File: config.mk
export PLATFORM = sky130hd
export DESIGN_NAME = nn_layer_sequencer_flat
export DESIGN_NICKNAME = d
export VERILOG_FILES = /design/src/rtl/nn_ctrl_pkg.sv /design/src/rtl/nn_layer_sequencer_if.sv /design/src/rtl/nn_layer_sequencer.sv /design/src/flat_wrapper.sv
export SDC_FILE = /design/constraint.sdc
export NUM_CORES = 1
export LEC_CHECK = 0
export BUFFER_PORTS_ARGS = -buffer_cell sky130_fd_sc_hd__buf_2
export CORE_MARGIN = 2
export CORE_UTILIZATION = 44
export CTS_BUF_LIST = sky130_fd_sc_hd__clkbuf_2 sky130_fd_sc_hd__clkbuf_4 sky130_fd_sc_hd__clkbuf_8
export CTS_CLUSTER_SIZE = 28
export DETAILED_ROUTE_END_ITERATION = 10
export PLACE_DENSITY = 0.7
export RECOVER_POWER = 50
export SYNTH_ARGS = -nofsm -noshare
export SYNTH_HDL_FRONTEND = slang
export SYNTH_SLANG_ARGS = --single-unit
File: constraint.sdc
create_clock -name clk -period 1.95 [get_ports clk]
set_input_delay 0.195 -clock clk [delete_from_list [all_inputs] [get_ports clk]]
set_output_delay 0.195 -clock clk [all_outputs]
set_load 0.02 [all_outputs]
File: src/rtl/nn_ctrl_pkg.sv
// Shared definitions for the perceptron-array control path: state encoding,
// default sizes and parameter-address helpers.
package nn_ctrl_pkg;

  typedef enum logic [2:0] {
    ST_IDLE     = 3'd0,
    ST_LOAD_P   = 3'd1,
    ST_LOAD_I   = 3'd2,
    ST_SETTLE   = 3'd3,
    ST_FEEDBACK = 3'd4,
    ST_DONE     = 3'd5
  } state_t;

  localparam int NUM_PARAMS_DEF = 20;
  localparam int NUM_INPUTS_DEF = 4;
  localparam int NEURONS        = 4;

  // Each neuron owns NEURONS weights followed by one bias byte.
  localparam int PARAM_STRIDE  = NEURONS + 1;
  localparam int BIAS_OFFSET   = NEURONS;
  localparam int PARAM_ADDR_W  = 5;
  localparam int INPUT_ADDR_W  = $clog2(NEURONS);

  // Parameter index of weight w<n><i>.
  function automatic logic [PARAM_ADDR_W-1:0] weight_addr(input int n, input int i);
    return PARAM_ADDR_W'(n * PARAM_STRIDE + i);
  endfunction

  // Parameter index of bias b<n> (5n+4).
  function automatic logic [PARAM_ADDR_W-1:0] bias_addr(input int n);
    return PARAM_ADDR_W'(n * PARAM_STRIDE + BIAS_OFFSET);
  endfunction

endpackage

File: src/rtl/nn_layer_sequencer_if.sv
// Control bundle between the layer sequencer and its requester / register files.
interface nn_layer_sequencer_if;
  import nn_ctrl_pkg::*;

  logic                    byte_valid;
  logic                    load_params;
  logic                    run;
  logic                    param_we;
  logic [PARAM_ADDR_W-1:0] param_addr;
  logic                    input_we;
  logic [INPUT_ADDR_W-1:0] input_addr;
  logic                    feedback_we;
  logic                    out_we;
  logic                    busy;
  logic                    done;
  logic                    params_ok;
  logic [2:0]              state;

  // Requester side: drives the bus strobe and the requests.
  modport master (
    output byte_valid, load_params, run,
    input  param_we, param_addr, input_we, input_addr, feedback_we,
    input  out_we, busy, done, params_ok, state
  );

  // Sequencer side.
  modport slave (
    input  byte_valid, load_params, run,
    output param_we, param_addr, input_we, input_addr, feedback_we,
    output out_we, busy, done, params_ok, state
  );

endinterface

File: src/rtl/nn_layer_sequencer.sv
// Control FSM for the 4-neuron perceptron array: serial parameter / input
// loading, multi-pass evaluation with output feedback, and final capture.
// Write enables are decoded from registered state plus byte_valid so bytes
// are written in the cycle they appear on the bus.
module nn_layer_sequencer
  import nn_ctrl_pkg::*;
#(
  parameter int NUM_PARAMS = NUM_PARAMS_DEF,
  parameter int NUM_INPUTS = NUM_INPUTS_DEF,
  parameter int PASSES     = 2,
  parameter int SETTLE     = 1
) (
  input  logic                 clk,
  input  logic                 rst_n,
  nn_layer_sequencer_if.slave  bus
);

  localparam int SW = (SETTLE > 1) ? $clog2(SETTLE) : 1;
  localparam int PW = (PASSES > 1) ? $clog2(PASSES) : 1;

  localparam logic [PARAM_ADDR_W-1:0] LAST_PARAM  = PARAM_ADDR_W'(NUM_PARAMS - 1);
  localparam logic [PARAM_ADDR_W-1:0] LAST_INPUT  = PARAM_ADDR_W'(NUM_INPUTS - 1);
  localparam logic [SW-1:0]           SETTLE_LOAD = SW'(SETTLE - 1);
  localparam logic [PW-1:0]           LAST_PASS   = PW'(PASSES - 1);

  state_t                  state_r, state_s;
  logic [PARAM_ADDR_W-1:0] byte_cnt_r, byte_cnt_s;
  logic [SW-1:0]           settle_cnt_r, settle_cnt_s;
  logic [PW-1:0]           pass_cnt_r, pass_cnt_s;
  logic                    params_ok_r, params_ok_s;

  logic                    param_we_s;
  logic [PARAM_ADDR_W-1:0] param_addr_s;
  logic                    input_we_s;
  logic [INPUT_ADDR_W-1:0] input_addr_s;
  logic                    feedback_we_s;
  logic                    out_we_s;
  logic                    busy_s;
  logic                    done_s;

  // State and counter registers; reset discards all progress and params_ok.
  always_ff @(posedge clk or negedge rst_n) begin
    if (!rst_n) begin
      state_r      <= ST_IDLE;
      byte_cnt_r   <= '0;
      settle_cnt_r <= '0;
      pass_cnt_r   <= '0;
      params_ok_r  <= 1'b0;
    end else begin
      state_r      <= state_s;
      byte_cnt_r   <= byte_cnt_s;
      settle_cnt_r <= settle_cnt_s;
      pass_cnt_r   <= pass_cnt_s;
      params_ok_r  <= params_ok_s;
    end
  end

  // Next-state and counter update; requests are only honoured in IDLE.
  always_comb begin
    state_s      = state_r;
    byte_cnt_s   = byte_cnt_r;
    settle_cnt_s = settle_cnt_r;
    pass_cnt_s   = pass_cnt_r;
    params_ok_s  = params_ok_r;
    case (state_r)
      ST_IDLE: begin
        if (bus.load_params) begin
          // A new parameter load invalidates the previous set until complete.
          state_s     = ST_LOAD_P;
          params_ok_s = 1'b0;
          byte_cnt_s  = '0;
        end else if (bus.run && params_ok_r) begin
          state_s    = ST_LOAD_I;
          byte_cnt_s = '0;
          pass_cnt_s = '0;
        end else begin
          state_s = ST_IDLE;
        end
      end
      ST_LOAD_P: begin
        if (bus.byte_valid) begin
          if (byte_cnt_r == LAST_PARAM) begin
            state_s     = ST_IDLE;
            params_ok_s = 1'b1;
            byte_cnt_s  = '0;
          end else begin
            byte_cnt_s = byte_cnt_r + 5'd1;
          end
        end else begin
          byte_cnt_s = byte_cnt_r;
        end
      end
      ST_LOAD_I: begin
        if (bus.byte_valid) begin
          if (byte_cnt_r == LAST_INPUT) begin
            state_s      = ST_SETTLE;
            settle_cnt_s = SETTLE_LOAD;
            byte_cnt_s   = '0;
          end else begin
            byte_cnt_s = byte_cnt_r + 5'd1;
          end
        end else begin
          byte_cnt_s = byte_cnt_r;
        end
      end
      ST_SETTLE: begin
        if (settle_cnt_r == '0) begin
          if (pass_cnt_r == LAST_PASS) begin
            state_s = ST_DONE;
          end else begin
            state_s = ST_FEEDBACK;
          end
        end else begin
          settle_cnt_s = settle_cnt_r - SW'(1);
        end
      end
      ST_FEEDBACK: begin
        state_s      = ST_SETTLE;
        settle_cnt_s = SETTLE_LOAD;
        pass_cnt_s   = pass_cnt_r + PW'(1);
      end
      ST_DONE: begin
        state_s = ST_IDLE;
      end
      default: begin
        state_s = ST_IDLE;
      end
    endcase
  end

  // Output decode from registered state/counters; byte_valid gates only the writes.
  always_comb begin
    param_we_s    = 1'b0;
    param_addr_s  = '0;
    input_we_s    = 1'b0;
    input_addr_s  = '0;
    feedback_we_s = 1'b0;
    out_we_s      = 1'b0;
    done_s        = 1'b0;
    busy_s        = (state_r != ST_IDLE);
    case (state_r)
      ST_LOAD_P: begin
        param_we_s   = bus.byte_valid;
        param_addr_s = byte_cnt_r;
      end
      ST_LOAD_I: begin
        input_we_s   = bus.byte_valid;
        input_addr_s = byte_cnt_r[INPUT_ADDR_W-1:0];
      end
      ST_FEEDBACK: begin
        feedback_we_s = 1'b1;
      end
      ST_DONE: begin
        out_we_s = 1'b1;
        done_s   = 1'b1;
      end
      default: begin
        param_we_s = 1'b0;
      end
    endcase
  end

  assign bus.param_we    = param_we_s;
  assign bus.param_addr  = param_addr_s;
  assign bus.input_we    = input_we_s;
  assign bus.input_addr  = input_addr_s;
  assign bus.feedback_we = feedback_we_s;
  assign bus.out_we      = out_we_s;
  assign bus.busy        = busy_s;
  assign bus.done        = done_s;
  assign bus.params_ok   = params_ok_r;
  assign bus.state       = state_r;

endmodule

File: src/flat_wrapper.sv
// flat-port wrapper written by rule: the top's interface ports become plain ports
module nn_layer_sequencer_flat import nn_ctrl_pkg::*;
#(
  parameter int NUM_PARAMS = NUM_PARAMS_DEF,
  parameter int NUM_INPUTS = NUM_INPUTS_DEF,
  parameter int PASSES     = 2,
  parameter int SETTLE     = 1
)
  (clk, rst_n, bus_byte_valid, bus_load_params, bus_run, bus_param_we, bus_param_addr, bus_input_we, bus_input_addr, bus_feedback_we, bus_out_we, bus_busy, bus_done, bus_params_ok, bus_state);
  nn_layer_sequencer_if bus_i ();
  input  logic clk;
  input  logic rst_n;
  input wire logic [$bits(bus_i.byte_valid)-1:0] bus_byte_valid;
  input wire logic [$bits(bus_i.load_params)-1:0] bus_load_params;
  input wire logic [$bits(bus_i.run)-1:0] bus_run;
  output wire logic [$bits(bus_i.param_we)-1:0] bus_param_we;
  output wire logic [$bits(bus_i.param_addr)-1:0] bus_param_addr;
  output wire logic [$bits(bus_i.input_we)-1:0] bus_input_we;
  output wire logic [$bits(bus_i.input_addr)-1:0] bus_input_addr;
  output wire logic [$bits(bus_i.feedback_we)-1:0] bus_feedback_we;
  output wire logic [$bits(bus_i.out_we)-1:0] bus_out_we;
  output wire logic [$bits(bus_i.busy)-1:0] bus_busy;
  output wire logic [$bits(bus_i.done)-1:0] bus_done;
  output wire logic [$bits(bus_i.params_ok)-1:0] bus_params_ok;
  output wire logic [$bits(bus_i.state)-1:0] bus_state;
  assign bus_i.byte_valid = bus_byte_valid;
  assign bus_i.load_params = bus_load_params;
  assign bus_i.run = bus_run;
  assign bus_param_we = bus_i.param_we;
  assign bus_param_addr = bus_i.param_addr;
  assign bus_input_we = bus_i.input_we;
  assign bus_input_addr = bus_i.input_addr;
  assign bus_feedback_we = bus_i.feedback_we;
  assign bus_out_we = bus_i.out_we;
  assign bus_busy = bus_i.busy;
  assign bus_done = bus_i.done;
  assign bus_params_ok = bus_i.params_ok;
  assign bus_state = bus_i.state;
  nn_layer_sequencer #(.NUM_PARAMS(NUM_PARAMS), .NUM_INPUTS(NUM_INPUTS), .PASSES(PASSES), .SETTLE(SETTLE)) u_core (.clk(clk), .rst_n(rst_n), .bus(bus_i));
endmodule
# --- Yosys cells after proc, flatten, opt, wreduce, memory -nomap -nowiden ---
# Index checks and enable logic that the tools add are counted.
totals:
  regBits: 11
  inputBits: 5
  output_inout_bits: 17
  elab_cells: 69
classes:
  add_sub_neg: 3
  eq_ne: 16
  n_mux: 33
  reduce_logical: 12
ops:
  columns: ["op", "n"]
  rows:
  - ["two-way mux 5 bit", 7]
  - ["two-way mux 3 bit", 6]
  - ["one-hot mux 3 bit (5 select lines)", 1]
  - ["one-hot mux 5 bit (3 select lines)", 1]
  - ["two-way mux 1 bit", 13]
  - ["!= test 2 bit, second input constant", 5]
  - ["nonzero test 3 bit", 3]
  - ["AND reduction 4 bit", 2]
  - ["== test 3 x 2 -> 1 bit, second input constant", 2]
  - ["== test 3 bit, second input constant", 2]
  - ["!= test 2 x 1 -> 1 bit, second input constant", 3]
  - ["AND reduction 3 bit", 2]
  - ["adder 5 x 1 -> 5 bit, second input constant", 1]
  - ["== test 5 x 2 -> 1 bit, second input constant", 1]
  - ["== test 5 bit, second input constant", 1]
  - ["AND reduction 5 bit", 1]
  - ["two-way mux 2 bit", 2]
  - ["one-hot mux 1 bit (2 select lines)", 2]
  - ["nonzero test 2 bit", 2]
  - ["== test 3 x 1 -> 1 bit, second input constant", 1]
  - ["zero test 3 bit", 1]
  - ["!= test 3 x 2 -> 1 bit, second input constant", 1]
  - ["one-hot mux 1 bit (3 select lines)", 1]
  - ["adder 1 bit, second input constant", 1]
  - ["2 further kinds", 2]

# --- Depth between registers and ports, before layout ---
depth:
  word_depth: 4
  ltp_mapped: 6
  mapped_depth_nobuf: 6

# --- Worst setup path after synthesis ---
# OpenSTA, ideal clock, no wires.
synth_path:
  path_kind: "reg2reg"
  startpoint: "reg u_core.state_r[2], in the netlist u_core.bus.state[2]"
  endpoint: "reg u_core.byte_cnt_r[3]"
  setup_time_ns: 0.121
  arrival_ns: 1.494
  required_time_ns: 1.829
  setup_slack_ns: 0.335
  path_stages_with_launch: 6
  path_buffers: 0
  synth_period_minus_slack_ns: 1.615
  cell_sequence: "dfrtp_1 -> nor3b_2 -> and2_1 -> nor2_2 -> a21o_1 -> a22o_1"
synth_between:
  elab_chain_cells: 3
  word_cells_on_any_way: 9
  cone_classes: "eq/ne (5); mux (1); reduce/logical (3)"
synth_rtl:
  columns: ["element", "line_no", "text"]
  rows:
  - ["start, declared", "nn_layer_sequencer.sv:26", "state_t state_r, state_s;"]
  - ["start signal, assigned", "nn_layer_sequencer.sv:50", "state_r <= state_s;"]
  - ["== test 3 x 1 -> 1 bit (tied with other cells)", "nn_layer_sequencer.sv:65", "case (state_r)"]
  - ["!= test 2 bit (no line) (tied with other cells)", null, null]
  - ["AND reduction 4 bit (no line)", null, null]
  - ["end signal, assigned", "nn_layer_sequencer.sv:51", "byte_cnt_r <= byte_cnt_s;"]
  - ["end, declared", "nn_layer_sequencer.sv:27", "logic [PARAM_ADDR_W-1:0] byte_cnt_r, byte_cnt_s;"]
# Parallel ways exist; a longest one is shown, timed or not.
# A chain may end at the register's enable or synchronous reset.

# --- Final worst setup path ---
layout_path:
  startpoint: "reg u_core.state_r[1], in the netlist u_core.bus.state[1]"
  endpoint: "out bus_input_addr[0]"
layout_between:
  elab_chain_cells: 2
layout_rtl:
  columns: ["element", "line_no", "text"]
  rows:
  - ["== test 3 x 2 -> 1 bit", "nn_layer_sequencer.sv:141", "case (state_r)"]
  - ["two-way mux 2 bit", "nn_layer_sequencer.sv:141", null]
  - ["end, declared", "flat_wrapper.sv:19", "output wire logic [$bits(bus_i.input_addr)-1:0] bus_input_addr;"]
# Every way passes these cells.

==> reports/metrics.csv <==
stage,metric,value,unit
placed_design,GPL Wtd Cong,0.8249,
sta,slew margin rel.,61.56,%
critical_path,Crit path largest cell delay,0.63,ns
floorplanning,core area,0.001524,sq mm
critical_path,R2R depth,5,
grt,vias in the first global route,589,
grt,global-route wire length before repair,2.532,mm
grt,largest net degree at the start of global routing,13,
detailed_routing,post-DR vias/cell,5.573,
cells_and_area,final net count,108,
critical_path,worst r2r src,u_core.bus.state[1]$_DFFE_PN0P_,
clock_tree,H-tree Lvls,1,
floorplanning,Initial Util,47.29,%
sta,final setup margin,0.1342,ns
min_path,Worst Hold Path Cells,3,
clock_tree,clk sinks,10,
cells_and_area,"commonest non-fill, non-tap cell in the layout",buf_2,
grt,grt total ovfl,0,
detailed_routing,DR WL/cell,13.46,microns
critical_path,Setup CP Type,reg -> out,
critical_path,kind of start point of the critical path,flip-flop,
sta,crit share post-route,93.12,%
floorplanning,std cell rows,14,
cells_and_area,area grow syn2layout,20.49,%
clock_tree,Clock transition at path regs,0.07,ns
detailed_routing,drt drc,0,
synth,Netlist cell types,33,
power,peak supply drop,0.5549,mV
placed_design,detailed placement HPWL,1.148,mm
grt,gr usage total,17.89,%
detailed_routing,Routed WL,1.575,mm
detailed_routing,Pre-antenna DRT Iters,4,
synth,Avg Synthesized Cell Area,9.240,sq um
clock_tree,Clock Latency Late Sink,0.28,ns
critical_path,Crit Path Max Fanout,12,
sta,Final Hold Fails,0,
sta,FMAX,550.7,MHz
synth,Yosys reg bits,10,
sta,Pins Over Slew Limit,0,
critical_path,Critical Path RT,1.75,ns
cells_and_area,Fillers,147,
flow_run,Max Cap Viol,0,
min_path,Worst Hold Class,in -> reg,
power,power density over the cells,832.3,mW/mm^2
detailed_routing,DR iter-0 viols,19,
cells_and_area,layout cells sized above 1,30.69,%
floorplanning,die height,44.47,microns
sta,Worst Tran Pin Value,0.5766,ns
detailed_routing,Post-DRT Antenna Nets,0,
cells_and_area,Layout Cells excl Fill,117,
floorplanning,Top-Level Pins,22,
sta,unrepaired setup endpoints after global routing,false,
run_status,status,"finished, final reports clean",
critical_path,flop2flop setup slack,0.31,ns
floorplanning,die area,0.001978,sq mm
synth,Cells after Synth,78,
critical_path,Crit Reg-Reg Endpoint,u_core.byte_cnt_r[3]$_DFFE_PN0P_,
synth,sequential share of the synthesized area,34.72,%
sta,Hold WS,0.2801,ns
clock_tree,CTS root buf,clkbuf_4,
detailed_routing,vias,652,
sta,Tmin final,1.816,ns
min_path,Worst Hold End,u_core.bus.state[0]$_DFFE_PN0P_,
critical_path,"slowest stage cell, crit path",dfrtp_1,
min_path,hold_sp,bus_load_params,
placed_design,Port-buffer cells,21,
cells_and_area,most frequent cells in the layout,"buf_2 (16), dfrtp_1 (10), and2_1 (9), nor2_1 (9), nand2_1 (7)",
synth,YS warnings,0,
placed_design,Placed Cells,112,
synth,syn nets,84,
power,Leak,0.3983,nW
placed_design,Place WS,0.3679,ns
clock_tree,TritonCTS clock tree,done,
sta,clock skew,0.001702,ns
floorplanning,width of the die,44.47,microns
cells_and_area,diode count,0,
grt,antenna violations before repair,0,
critical_path,"Data arrival, critical path",1.62,ns
sta,final setup vio count,0,
clock_tree,Num CTS Buffers,3,
clock_tree,clock buffer depth,2,
synth,Synth Cell Area,720.7,sq um
critical_path,crit path cell chain,nor3b_2 > buf_4 > and2_1 > buf_2,
critical_path,CP Capture Type,output pin,
sta,sum of negative setup slack,0,ns
==> sequential cells by signal, summed over array words and instances, names as in the netlist <==
| signal | cells |
|---|---|
| u_core.bus.params_ok | 1 |
| u_core.bus.state | 3 |
| u_core.pass_cnt_r | 1 |
| u_core.byte_cnt_r | 5 |
==> worst max-delay path by stage <==
stage,slack [ns],start,cells past startpoint,endpoint
final,0.13,u_core.bus.state[1]$_DFFE_PN0P_,4,bus_input_addr[0]
after global routing,0.005,u_core.bus.state[1]$_DFFE_PN0P_,4,bus_input_addr[0]
after CTS,0.06,u_core.bus.state[1]$_DFFE_PN0P_,3,bus_param_we
after detailed placement,0.37,u_core.bus.state[0]$_DFFE_PN0P_,5,u_core.byte_cnt_r[3]$_DFFE_PN0P_
after global placement,0.38,u_core.bus.state[0]$_DFFE_PN0P_,5,u_core.byte_cnt_r[3]$_DFFE_PN0P_
after floorplan,0.34,u_core.bus.state[2]$_DFFE_PN0P_,5,u_core.byte_cnt_r[3]$_DFFE_PN0P_
==> cells in the mapped netlist <==
cell type  number  area share [%]
and2_1         10             8.7
ha_1            1             1.7
nor2b_4         1             1.9
or3_2           1             1.0
and4_1          1             1.2
mux2i_1         2             2.8
dfrtp_1        10              35
a22o_2          1             1.4
o21bai_1        1             1.0
a2111oi_4       1             3.8
buf_1           1            0.52
nand2b_1        2             1.7
inv_1           1            0.52
buf_6           1             1.6
o21ai_0         6             4.2
a32o_1          2             2.8
a21oi_1         3             2.1
clkbuf_2        1            0.69
nor3b_2         3             5.2
nand2_1         7             3.6
mux2_2          1             1.6
a22o_1          1             1.2
and3b_2         1             1.4
xnor2_1         1             1.2
a211oi_1        1             1.0
nand3_1         1            0.69
o211ai_1        1             1.0
a31oi_1         1            0.87
nor2_1          9             4.7
nand3b_1        1             1.0
nor2_2          1            0.87
a21o_1          1             1.0
buf_4           2             2.1
==> per-stage QoR <==
step / cell area (sq um) / total power, mW / util, %
2_1_floorplan: 720.7 / 0.4595 / -
3_3_place_gp: 825.8 / 0.5230 / 54.19
3_5_place_dp: 825.8 / 0.5282 / 54.19
4_1_cts: 872.1 / 0.7266 / 57.23
5_1_grt: 868.3 / 0.7666 / 56.98
6_report: 868.3 / 0.7227 / 56.98
==> metal layers <==
layer	vias to the layer above	share of wire, %	track usage, %
li1	318	-	-
met1	310	47	22.78
met2	19	45	27.83
met3	5	5.2	2.449
met4	0	2.5	12.12
met5	-	0	0
==> report_power, final <==
group          leakage, nW  total, mW  internal [mW]  switching [mW]
combinational        0.254      0.240          0.106           0.135
clock               0.0210      0.194          0.114          0.0806
sequential           0.123      0.288          0.241          0.0465
total                0.398      0.723          0.461           0.262
==> critical path, delay by kind of cell (launching register included) <==
kind | cells | cell delay [ns]
buffers and inverters | 2 | 0.32
and+or+nand+nor | 2 | 0.39
DFF | 1 | 0.63
==> timing repair <==
| action | 4_1_cts | 5_1_grt |
|---|---|---|
| gates resized for setup | 0 | 1 |
| buffers inserted | 0 | 0 |
| hold buffers | 1 | 0 |
| hold endpoints to repair | 10 | 0 |
| setup endpoints to repair | 0 | 6 |
==> kinds of logic (layout without fill, tap and decap cells) <==
group                    count (synthesis)  after routing  share of synthesized area, %
AO/OA/AOI/OAI                           19             19                         20.49
AND/OR/NAND/NOR                         38             38                         32.12
buffers and inverters                    6             29                         5.380
flip-flops                              10             10                         34.72
XOR/XNOR                                 1              1                         1.215
adder cells (fa/ha/maj)                  1              1                         1.736
multiplexers                             3              3                         4.340
==> layout make-up <==
type                    instances  area, sq um  share of cell area [%]
clock buffers                   4        36.28                   4.179
well taps                      16        20.02                   2.305
multi-input cells              62        437.9                   50.43
repair buffers                 24        120.1                   13.83
flip-flops and latches         10        250.2                   28.82
inverters                       1        3.754                  0.4323
Power figures use the tool's default switching activity.
